[config.mk]
export PLATFORM = sky130hd
export DESIGN_NAME = count_display_mux
export DESIGN_NICKNAME = d
export VERILOG_FILES = /design/src/rtl/count_display_mux.sv
export SDC_FILE = /design/constraint.sdc
export NUM_CORES = 1
export LEC_CHECK = 0
export CAP_MARGIN = 20
export CORE_MARGIN = 2
export CORE_UTILIZATION = 35
export DETAILED_ROUTE_END_ITERATION = 6
export GPL_TIMING_DRIVEN = 0
export PLACE_DENSITY = 0.51
export SLEW_MARGIN = 20
export SYNTH_ARGS = -nofsm -noshare
export SYNTH_HDL_FRONTEND = slang
export SYNTH_SLANG_ARGS = --single-unit
[constraint.sdc]
create_clock -name clk -period 5.7 [get_ports clk]
set_input_delay 1.14 -clock clk [delete_from_list [all_inputs] [get_ports clk]]
set_output_delay 1.14 -clock clk [all_outputs]
set_load 0.01 [all_outputs]
[src/rtl/count_display_mux.sv]
// Binary 0..99 count to two BCD digits (sequential double-dabble) driving a
// multiplexed two-digit seven-segment display. Optional: BLANK_LEADING_ZERO_EN.
module count_display_mux #(
  parameter int unsigned REFRESH_DIV    = 50000,
  parameter bit          SEG_ACTIVE_LOW = 1'b1
) (
  input  logic       clk,
  input  logic       reset,
  input  logic [7:0] count,
  output logic [6:0] seg,
  output logic [1:0] an,
  output logic       busy
);

  localparam int unsigned DIV_W = (REFRESH_DIV > 2) ? $clog2(REFRESH_DIV) : 1;
  localparam logic [DIV_W-1:0] DIV_LAST = DIV_W'(REFRESH_DIV - 1);
  localparam logic [6:0] SEG_RST = SEG_ACTIVE_LOW ? ~7'h3F : 7'h3F;
  localparam logic [1:0] AN_RST  = SEG_ACTIVE_LOW ? ~2'b01 : 2'b01;

  typedef enum logic [1:0] {IDLE, SHIFT, DONE} state_t;

  state_t            state_q, state_d;
  logic [19:0]       scratch_q, scratch_d;
  logic [7:0]        last_q, last_d;
  logic [2:0]        shift_q, shift_d;
  logic              valid_q, valid_d;
  logic              err_q, err_d;
  logic [3:0]        tens_q, tens_d;
  logic [3:0]        units_q, units_d;
  logic              busy_q, busy_d;
  logic [DIV_W-1:0]  div_q, div_d;
  logic              sel_q, sel_d;
  logic [6:0]        seg_q, seg_d;
  logic [1:0]        an_q, an_d;
  logic [19:0]       adj;
  logic [6:0]        tens_glyph, units_glyph, cur_glyph;

  function automatic logic [6:0] glyph(input logic [3:0] d);
    case (d)
      4'd0:    glyph = 7'h3F;
      4'd1:    glyph = 7'h06;
      4'd2:    glyph = 7'h5B;
      4'd3:    glyph = 7'h4F;
      4'd4:    glyph = 7'h66;
      4'd5:    glyph = 7'h6D;
      4'd6:    glyph = 7'h7D;
      4'd7:    glyph = 7'h07;
      4'd8:    glyph = 7'h7F;
      4'd9:    glyph = 7'h6F;
      default: glyph = 7'h00;
    endcase
  endfunction

  always_comb begin
    state_d   = state_q;
    scratch_d = scratch_q;
    last_d    = last_q;
    shift_d   = shift_q;
    valid_d   = valid_q;
    err_d     = err_q;
    tens_d    = tens_q;
    units_d   = units_q;
    busy_d    = 1'b0;
    adj       = scratch_q;
    for (int unsigned i = 0; i < 3; i++) begin
      if (adj[8+4*i +: 4] >= 4'd5) adj[8+4*i +: 4] = adj[8+4*i +: 4] + 4'd3;
    end
    case (state_q)
      IDLE: begin
        if (!valid_q || count != last_q) begin
          scratch_d = {12'b0, count};
          last_d    = count;
          shift_d   = '0;
          state_d   = SHIFT;
          busy_d    = 1'b1;
        end
      end
      SHIFT: begin
        scratch_d = {adj[18:0], 1'b0};
        shift_d   = shift_q + 3'd1;
        busy_d    = 1'b1;
        if (shift_q == 3'd7) state_d = DONE;
      end
      DONE: begin
        busy_d  = 1'b1;
        valid_d = 1'b1;
        state_d = IDLE;
        if (scratch_q[19:16] != 4'd0) begin
          err_d = 1'b1;
        end else begin
          err_d   = 1'b0;
          tens_d  = scratch_q[15:12];
          units_d = scratch_q[11:8];
        end
      end
      default: state_d = IDLE;
    endcase
  end

  // Output register is fed from next-state digits and select, so a new
  // value and the digit switch land on the same edge as their cause.
  always_comb begin
    div_d = (div_q == DIV_LAST) ? '0 : div_q + DIV_W'(1);
    sel_d = (div_q == DIV_LAST) ? ~sel_q : sel_q;
    units_glyph = err_d ? 7'h40 : glyph(units_d);
    tens_glyph  = err_d ? 7'h40 : glyph(tens_d);
`ifdef BLANK_LEADING_ZERO_EN
    if (!err_d && tens_d == 4'd0) tens_glyph = 7'h00;
`endif
    cur_glyph = sel_d ? tens_glyph : units_glyph;
    an_d      = sel_d ? 2'b10 : 2'b01;
    if (SEG_ACTIVE_LOW) begin
      seg_d = ~cur_glyph;
      an_d  = ~an_d;
    end else begin
      seg_d = cur_glyph;
    end
  end

  always_ff @(posedge clk or negedge reset) begin
    if (!reset) begin
      state_q   <= IDLE;
      scratch_q <= '0;
      last_q    <= '0;
      shift_q   <= '0;
      valid_q   <= 1'b0;
      err_q     <= 1'b0;
      tens_q    <= '0;
      units_q   <= '0;
      busy_q    <= 1'b0;
      div_q     <= '0;
      sel_q     <= 1'b0;
      seg_q     <= SEG_RST;
      an_q      <= AN_RST;
    end else begin
      state_q   <= state_d;
      scratch_q <= scratch_d;
      last_q    <= last_d;
      shift_q   <= shift_d;
      valid_q   <= valid_d;
      err_q     <= err_d;
      tens_q    <= tens_d;
      units_q   <= units_d;
      busy_q    <= busy_d;
      div_q     <= div_d;
      sel_q     <= sel_d;
      seg_q     <= seg_d;
      an_q      <= an_d;
    end
  end

  assign seg  = seg_q;
  assign an   = an_q;
  assign busy = busy_q;

endmodule

==> results of run 1 <==
synth_stat cells, drive strengths merged (6+ instances only):
cell   instances
buf            8
a21oi         19
o22ai         15
inv           22
dfrtp         67
a22o           9
mux2          11
mux2i         10
xnor2         19
o21ai         11
ha            25
nor3           6
nor2          20
nand2         16
xor2           9
worst paths after layout:
kind,endpoint,slack [ns],cells past startpoint,startpoint
max in group asynchronous,shift_q[0],4.44,2,reset
worst max-delay path,shift_q[0],2.75,6,count[6]
worst max register to register,seg[0],2.98,11,state_q[0]
worst min-delay path,div_q[0],0.45,1,div_q[0]
worst min register to register,div_q[0],0.45,1,div_q[0]
min in group asynchronous,seg[3],0.72,1,reset
metrics by stage:
| stage | area, µm² | setup slack, ns |
|---|---|---|
| global placement | 4076 | 0.9830 |
| finish | 4305 | 2.750 |
| CTS | 4294 | 2.609 |
| floorplan | 3716 | 3.237 |
| global route | 4305 | 2.645 |
| detailed placement | 4101 | 2.243 |
area by class of cell:
type                    count  area (µm²)
fillers                  1002        6018
multi-input cells         228        1826
flip-flops and latches     69        1729
repair buffers             20       215.2
well taps                 136       170.2
clock buffers              12       145.1
inverters                  22       87.58
plain buffers              10       85.08
clock inverters             4       47.55
layer usage:
layer | track usage, % | routed length, µm | up-vias
met5 | 0 | 0 | -
met4 | 5.009 | 125 | 0
met3 | 2.371 | 188 | 12
met2 | 21.84 | 3357 | 39
met1 | 19.85 | 3629 | 1225
li1 | - | - | 1239
logic make-up after synthesis:
group,share of synthesized area [%]
AOI/OAI and AO/OA,15.05
xor gates and xnor gates,7.105
adders and majority gates,8.418
buffers and inverters,4.646
DFF,46.53
muxes,7.374
and+or+nand+nor,10.88
worst max-delay path, cell delays in order:
cell	delay, ns
clkdlybuf4s50_1	0.55
xnor2_1	0.14
nand4_1	0.25
nor3_1	0.36
a21oi_1	0.36
mux2_2	0.37
power by group:
part	switching, µW	leakage (µW)	total [µW]	internal (µW)
Sequential	122	0.000853	776	654
Clock	185	0.0000964	398	213
Combinational	523	0.000902	965	442
registers in the layout, indices dropped and copies added (netlist names):
signal	flops
scratch_q	20
tens_q	4
valid_q	1
seg	7
busy	1
state_q	2
div_q	16
err_q	1
shift_q	3
units_q	4
last_q	8
an	2
==> qor.yml, run 1 <==
status: "finished, final reports clean"
grt_max_degree: 44
viasPerCell: 5.020
fin_skew_ns: 0.01521
grt_overflow: 0
max_freq_mhz: 339.0
grt_pass1_vias: 2556
num_rows: 37
cts_buffers: 9
rsz0062_at_grt: "no"
antenna_found_initial: 0
dieArea_um2: 11460
ctsHoldBuffers: 0
grt_pass1_wl_um: 12780
grt.total_usage_pct: 14.09
detailed_place_hpwl_um: 5177
setup_viol: 0
yosysTopAreaCell: "dfrtp_1"
h-tree-depth: 3
dp_cells: 485
place.gp.congestion: 0.8223
ys_seq_elements: 69
clk_latency_ns: 0.34
mappedNetlistArea_um2: 3716
die_y_um: 107.0
vias: 2515
synth_edf_count: 0
antenna_cells: 0
drc: 0
cts_tree: "done"
synthToLayoutAreaGrowth_pct: 15.86
layout_commonest_cell: "dfrtp_1"
clockRootBuffer: "clkbuf_8"
ys.flop_type: "dfrtp_1"
p_per_area_nw_per_um2: 496.8
synthArstFlopShare_pct: 100.0
synth_top_area_share_pct: 45.12
cts_resized: 0
maxCapViolCount: 0
drive_gt1_share_pct: 15.07
power_uw: 2139
crit_type: "primary input to flop"
maxSlewHeadroom_pct: 37.64
drt-wirelength-per-cell_um: 14.57
slew_violations: 0
finalSetupTns_ns: 0
hold_viol: 0
cts_max_path_buffers: 2
synth_area_per_cell_um2: 11.30
netlist_instances: 329
clkTransAtPathRegs_ns: 0.08
syn-num-nets: 364
core_um2: 10320
firstDrtPassIters: 5
instances_no_fill: 501
cp_max_fo: 10
yosys_warnings: 0
fin_util_pct: 41.70
wirelength_um: 7300
die_x_um: 107.0
ys_seq_area_share_pct: 46.53
drtAntennaViolNets: 0
synth_area_leaders: "dfrtp_1 (45%), ha_1 (8.4%), xnor2_1 (4.5%)"
start_util_pct: 36.00
synth.distinct_cells: 54
cp-start-kind: "primary input"
period_share_pct: 51.76
io_pins: 20
cts_sinks: 69
whs_ns: 0.4548
cp_data_arrival_time_ns: 3.16
mostFrequentLayoutCells: "dfrtp_1 (67), ha_1 (25), nor2_1 (20)"
nets: 395
crit_required_ns: 5.91
cts_setup_buffers: 0
peakVddDrop_mv: 0.2211
min_period_ns: 2.950
power.leakage_uw: 0.001852
port_buffers: 19
dr.first_iter.drc_count: 73
end_kind: "flop"
worstMarginPinSlew_ns: 0.9355
hold_class: "flop to flop"
Note: power is estimated with default switching activity, not from simulation.
==> run 2, diff against run 1 <==
==> constraint.sdc (replaced) <==
create_clock -name clk -period 3.1 [get_ports clk]
set_input_delay 0.62 -clock clk [delete_from_list [all_inputs] [get_ports clk]]
set_output_delay 0.62 -clock clk [all_outputs]
set_load 0.01 [all_outputs]
==> results of run 2 <==
The final DEF is identical to that of run 1. Status: finished, final reports clean.
Among the figures that moved: setup slack after placement 2.243 ns -> 0.1626 ns; clock-pin slew on the worst setup and hold paths 0.08 ns -> 0.07 ns; setup slack after layout 2.750 ns -> 0.3765 ns; hold slack 0.4548 ns -> 0.1996 ns; start point of the critical path count[6] -> state_q[0]; end point of the critical path shift_q[0] -> seg[0]; register-to-register setup slack 2.98 ns -> 0.38 ns; total power 2139 µW -> 3933 µW; worst IR drop on VDD 0.2211 mV -> 0.4066 mV
